<file path="src/rtl/if_fetch_buffer.sv">
// Instruction fetch front-end: issues sequential word requests, buffers in-order responses
// with their PCs, and hands them to decode; EX redirects flush and drop wrong-path data.
module if_fetch_buffer #(
    parameter logic [31:0] CPU_RESET_VECTOR = 32'h0,
    parameter int unsigned DEPTH            = 4
) (
    input  logic        clk,
    input  logic        rst,
    input  logic        i_redirect,
    input  logic [31:0] i_redirect_pc,
    output logic        o_imem_req_valid,
    output logic [31:0] o_imem_req_addr,
    input  logic        i_imem_req_ready,
    input  logic        i_imem_rsp_valid,
    input  logic [31:0] i_imem_rsp_data,
    output logic        o_if_valid,
    output logic [31:0] o_if_pc,
    output logic [31:0] o_if_pc_p4,
    output logic [31:0] o_if_instr,
    input  logic        i_id_ready
);

    localparam int unsigned AW = $clog2(DEPTH);
    localparam int unsigned CW = AW + 1;
    localparam logic [CW:0] DepthC = (CW + 1)'(DEPTH);

    logic [31:0]   fetch_pc_q, fetch_pc_d;
    logic [31:0]   rsp_pc_q, rsp_pc_d;
    logic [CW-1:0] outst_q, outst_d;
    logic [CW-1:0] drop_cnt_q, drop_cnt_d;
    logic [CW-1:0] fifo_cnt_q, fifo_cnt_d;
    logic [AW-1:0] wr_ptr_q, wr_ptr_d;
    logic [AW-1:0] rd_ptr_q, rd_ptr_d;
    logic [31:0]   pc_mem_q    [DEPTH];
    logic [31:0]   instr_mem_q [DEPTH];

    logic [CW:0]   in_use;
    logic [31:0]   redirect_pc;
    logic          req_fire;
    logic          push;
    logic          pop;
    logic          unused_pc_bits;

    assign redirect_pc    = {i_redirect_pc[31:2], 2'b00};
    assign unused_pc_bits = ^i_redirect_pc[1:0];

    // Credit counts only registered state, so a pop this cycle frees nothing until next cycle.
    assign in_use           = {1'b0, outst_q} + {1'b0, fifo_cnt_q};
    assign o_imem_req_valid = !rst && !i_redirect && (in_use < DepthC);
    assign o_imem_req_addr  = fetch_pc_q;
    assign req_fire         = o_imem_req_valid && i_imem_req_ready;

    assign o_if_valid = (fifo_cnt_q != '0) && !i_redirect;
    assign o_if_pc    = pc_mem_q[rd_ptr_q];
    assign o_if_instr = instr_mem_q[rd_ptr_q];
    assign o_if_pc_p4 = o_if_pc + 32'd4;

    assign pop  = o_if_valid && i_id_ready;
    assign push = i_imem_rsp_valid && !i_redirect && (drop_cnt_q == '0);

    always_comb begin
        fetch_pc_d = fetch_pc_q;
        rsp_pc_d   = rsp_pc_q;
        outst_d    = outst_q;
        drop_cnt_d = drop_cnt_q;
        fifo_cnt_d = fifo_cnt_q;
        wr_ptr_d   = wr_ptr_q;
        rd_ptr_d   = rd_ptr_q;
        if (i_redirect) begin
            fetch_pc_d = redirect_pc;
            rsp_pc_d   = redirect_pc;
            // Everything still in flight after this cycle's response belongs to the old path.
            outst_d    = outst_q - CW'(i_imem_rsp_valid);
            drop_cnt_d = outst_d;
            fifo_cnt_d = '0;
            wr_ptr_d   = '0;
            rd_ptr_d   = '0;
        end else begin
            if (req_fire) begin
                fetch_pc_d = fetch_pc_q + 32'd4;
            end
            outst_d = outst_q + CW'(req_fire) - CW'(i_imem_rsp_valid);
            if (i_imem_rsp_valid && (drop_cnt_q != '0)) begin
                drop_cnt_d = drop_cnt_q - 1'b1;
            end
            if (push) begin
                rsp_pc_d = rsp_pc_q + 32'd4;
                wr_ptr_d = wr_ptr_q + 1'b1;
            end
            if (pop) begin
                rd_ptr_d = rd_ptr_q + 1'b1;
            end
            fifo_cnt_d = fifo_cnt_q + CW'(push) - CW'(pop);
        end
    end

    always_ff @(posedge clk or posedge rst) begin
        if (rst) begin
            fetch_pc_q <= CPU_RESET_VECTOR;
            rsp_pc_q   <= CPU_RESET_VECTOR;
            outst_q    <= '0;
            drop_cnt_q <= '0;
            fifo_cnt_q <= '0;
            wr_ptr_q   <= '0;
            rd_ptr_q   <= '0;
        end else begin
            fetch_pc_q <= fetch_pc_d;
            rsp_pc_q   <= rsp_pc_d;
            outst_q    <= outst_d;
            drop_cnt_q <= drop_cnt_d;
            fifo_cnt_q <= fifo_cnt_d;
            wr_ptr_q   <= wr_ptr_d;
            rd_ptr_q   <= rd_ptr_d;
        end
    end

    // Storage is cleared on reset so the presented PC/instruction read as zero.
    always_ff @(posedge clk or posedge rst) begin
        if (rst) begin
            for (int i = 0; i < DEPTH; i++) begin
                pc_mem_q[i]    <= '0;
                instr_mem_q[i] <= '0;
            end
        end else if (push) begin
            pc_mem_q[wr_ptr_q]    <= rsp_pc_q;
            instr_mem_q[wr_ptr_q] <= i_imem_rsp_data;
        end
    end

endmodule

</file>
<file path="config.mk">
export PLATFORM = sky130hd
export DESIGN_NAME = if_fetch_buffer
export DESIGN_NICKNAME = d
export VERILOG_FILES = /design/src/rtl/if_fetch_buffer.sv
export SDC_FILE = /design/constraint.sdc
export NUM_CORES = 1
export LEC_CHECK = 0
export CAP_MARGIN = 10
export CORE_MARGIN = 10
export CORE_UTILIZATION = 56
export CTS_CLUSTER_DIAMETER = 50
export DETAILED_ROUTE_END_ITERATION = 6
export MAX_ROUTING_LAYER = met4
export PLACE_DENSITY_LB_ADDON = 0.15
export SLEW_MARGIN = 20
export SYNTH_ARGS = -nofsm -noshare
export SYNTH_HDL_FRONTEND = slang
export SYNTH_SLANG_ARGS = --single-unit
</file>
<file path="constraint.sdc">
create_clock -name clk -period 14.05 [get_ports clk]
set_input_delay 2.1075 -clock clk [delete_from_list [all_inputs] [get_ports clk]]
set_output_delay 2.1075 -clock clk [all_outputs]
set_load 0.02 [all_outputs]
</file>
==> flow_summary.json <==
{
  "hold_viol": 0,
  "total_power_mw": 3.58,
  "grt_max_degree": 177,
  "synth_most_common_cell": "dfrtp_1",
  "maxCapViolCount": 0,
  "power_frac_comb_pct": 39.3,
  "area_growth_pct": 21.6,
  "cts_tree": "done",
  "cp.required_ns": 11.94,
  "dr_total_vias": 10232,
  "synth_warnings": 0,
  "synth_top_area_share_pct": 51.7,
  "firstDrtPassIters": 5,
  "tightest_slew_ns": 1.01,
  "hp-class": "flop to flop",
  "yosys.area.top_type": "dfrtp_1",
  "first_iter_violations": 633,
  "p_int_mw": 2.38,
  "post_route_cells_drive_above_1_share_pct": 27.6,
  "die_w_um": 187,
  "route.antenna.remaining_nets": 0,
  "cts_hold_buf": 0,
  "end_kind": "output pin",
  "grt_pass1_wl_um": 58900,
  "numCtsBuffers": 37,
  "cellLeakagePower_nw": 8.39,
  "setup_tns_ns": 0,
  "power_frac_seq_pct": 35.3,
  "wl_um": 36500,
  "grt_overflow": 0,
  "dieHeight_um": 187,
  "yosys-top-cells-area": "dfrtp_1, mux2_2, mux4_2",
  "status": "completed",
  "finalClockSkew_ns": 0.0253,
  "post_cts_resized": 0,
  "antenna_found_initial": 0,
  "grtUsageTotal_pct": 21.1,
  "routabilityCongestion": 0.826,
  "drv_slew": 0,
  "timing.fmax_mhz": 148,
  "finalCritPeriodShare_pct": 48.0,
  "clkTransAtPathRegs_ns": 0.06,
  "num-nets-final": 1446,
  "switching_share_pct": 33.6,
  "pin_count": 200,
  "clockBufferDepth": 3,
  "post_cts_buffers": 0,
  "ir_drop_mv": 0.194,
  "synth_cells": 1183,
  "io_buffers": 191,
  "antennaDiodeCount": 0,
  "fin_crit_ns": 6.74,
  "hpwl_um": 23400,
  "start_util_pct": 57.3,
  "setup_violations": 0,
  "synth-edff-count": 0,
  "htreeDepth": 2,
  "ys.flop_type": "dfrtp_1",
  "relSlewSlack_pct": 32.4,
  "async_flop_share_pct": 100,
  "crit_fanout": 49,
  "start_kind": "flop",
  "coreArea_um2": 27100,
  "switchingPower_mw": 1.20,
  "pwr-share-clk_pct": 25.5,
  "wl_per_cell_um": 20.8,
  "row_count": 60,
  "synth-seq-cells": 321,
  "dieArea_um2": 34800,
  "postSynthAreaPerCell_um2": 13.1,
  "synth_top_cells_by_count": "dfrtp_1, mux2_2, nand2_1",
  "powerDensity_nw_per_um2": 190,
  "cp.arrival_ns": 4.63,
  "synth_area_um2": 15500,
  "first_global_vias": 10814,
  "cts.sinks": 321,
  "clkLatencyLatePin_ns": 0.51,
  "remaining_drc_errors": 0,
  "cts_root_buffer": "clkbuf_16",
  "via_per_inst": 5.83,
  "crit_type": "flop to output pin",
  "seq_area_frac_synth_pct": 51.7,
  "rsz0062_at_grt": "false",
  "ys_types": 54
}
[layer usage]
| metal | GRT usage [%] | wire (µm) | up-vias | share of wire, % |
|---|---|---|---|---|
| li1 | - | - | 4691 | - |
| met5 | - | 0 | - | 0 |
| met3 | 3.04 | 1510 | 45 | 4.1 |
| met4 | 5.02 | 641 | 0 | 1.8 |
| met1 | 27.1 | 16200 | 5249 | 44 |
| met2 | 35.0 | 18200 | 247 | 50 |
[logic make-up (layout without fill, tap and decap cells)]
family / count (synthesis) / after routing / synth area share, %
AO/OA/AOI/OAI: 108 / 108 / 4.11
multiplexers: 305 / 305 / 26.9
other: 1 / 6 / 0.0242
adder cells (fa/ha/maj): 19 / 19 / 1.63
flip-flops: 321 / 321 / 51.7
buffers and inverters: 105 / 299 / 3.02
XOR/XNOR: 66 / 66 / 3.72
AND/OR/NAND/NOR: 258 / 258 / 8.85
[flip-flops by register name (all words and copies together), names as in the netlist]
register         flops
wr_ptr_q             2
o_imem_req_addr     30
pc_mem_q           120
drop_cnt_q           3
rd_ptr_q             2
instr_mem_q        128
outst_q              3
rsp_pc_q            30
fifo_cnt_q           3
[worst paths after layout]
| check | startpoint | endpoint | slack, ns | cells after the start |
|---|---|---|---|---|
| worst min-delay path | pc_mem_q[12] | pc_mem_q[12] | 0.48 | 2 |
| max in group asynchronous | rst | pc_mem_q[125] | 10.73 | 3 |
| worst max-delay path | rd_ptr_q[0] | o_if_pc_p4[28] | 7.31 | 8 |
| worst max register to register | outst_q[2] | outst_q[2] | 10.48 | 11 |
| worst min register to register | pc_mem_q[12] | pc_mem_q[12] | 0.48 | 2 |
| min in group asynchronous | rst | outst_q[1] | 2.03 | 2 |
[cell usage in the layout, fill, tap and decap left out, types with 11 or more instances in the layout]
| cell | count |
|---|---|
| buf_4 | 12 |
| nand3_1 | 38 |
| nor2_1 | 28 |
| xor2_1 | 35 |
| mux2_2 | 242 |
| xnor2_1 | 31 |
| a21oi_1 | 11 |
| nor3_1 | 12 |
| clkdlybuf4s50_1 | 190 |
| clkbuf_16 | 37 |
| mux4_1 | 12 |
| and3_1 | 13 |
| o21ai_0 | 62 |
| mux4_2 | 50 |
| nand2_1 | 83 |
| inv_1 | 28 |
| nand4_1 | 32 |
| ha_1 | 17 |
| dfrtp_1 | 319 |
[critical path: stages (launching register included)]
cell and delay, ns:
dfrtp_4 0.63, buf_4 0.83, mux4_1 0.60, ha_1 0.24, nand3_1 0.30, nor4_4 0.52
nand3_1 0.18, xnor2_1 0.19, clkdlybuf4s50_1 0.63
[final cells by class]
class / instances / area (µm²)
clock buffers: 51 / 1050
clock inverters: 13 / 110
fillers: 2001 / 8220
inverters: 30 / 120
multi-input cells: 762 / 7060
flip-flops and latches: 321 / 8040
well taps: 372 / 465
repair buffers: 205 / 2040
[per-stage QoR]
stage | util, % | std cells | cell area [µm²] | worst slack [ns] | hold slack, ns
6_report | 69.7 | 1754 | 18900 | 7.31 | 0.475
5_1_grt | 69.7 | 1754 | 18900 | 6.97 | 0.503
4_1_cts | 69.6 | 1753 | 18900 | 7.24 | 0.479
3_5_place_dp | 65.3 | 1689 | 17700 | 7.79 | 0.466
3_3_place_gp | 65.3 | 1689 | 17700 | 7.82 | 0.456
2_1_floorplan | - | 1188 | 15500 | 3.06 | 0.442
[power groups by stage]
| stage | registers, mW | clock network [mW] | logic (mW) |
|---|---|---|---|
| finish | 1.26 | 0.912 | 1.41 |
| CTS | 1.26 | 0.931 | 1.42 |
| floorplan | 1.24 | 0 | 0.878 |
| global route | 1.29 | 0.970 | 1.50 |
| global placement | 1.27 | 0 | 1.40 |
| detailed placement | 1.28 | 0 | 1.42 |
Power figures use the tool's default switching activity.
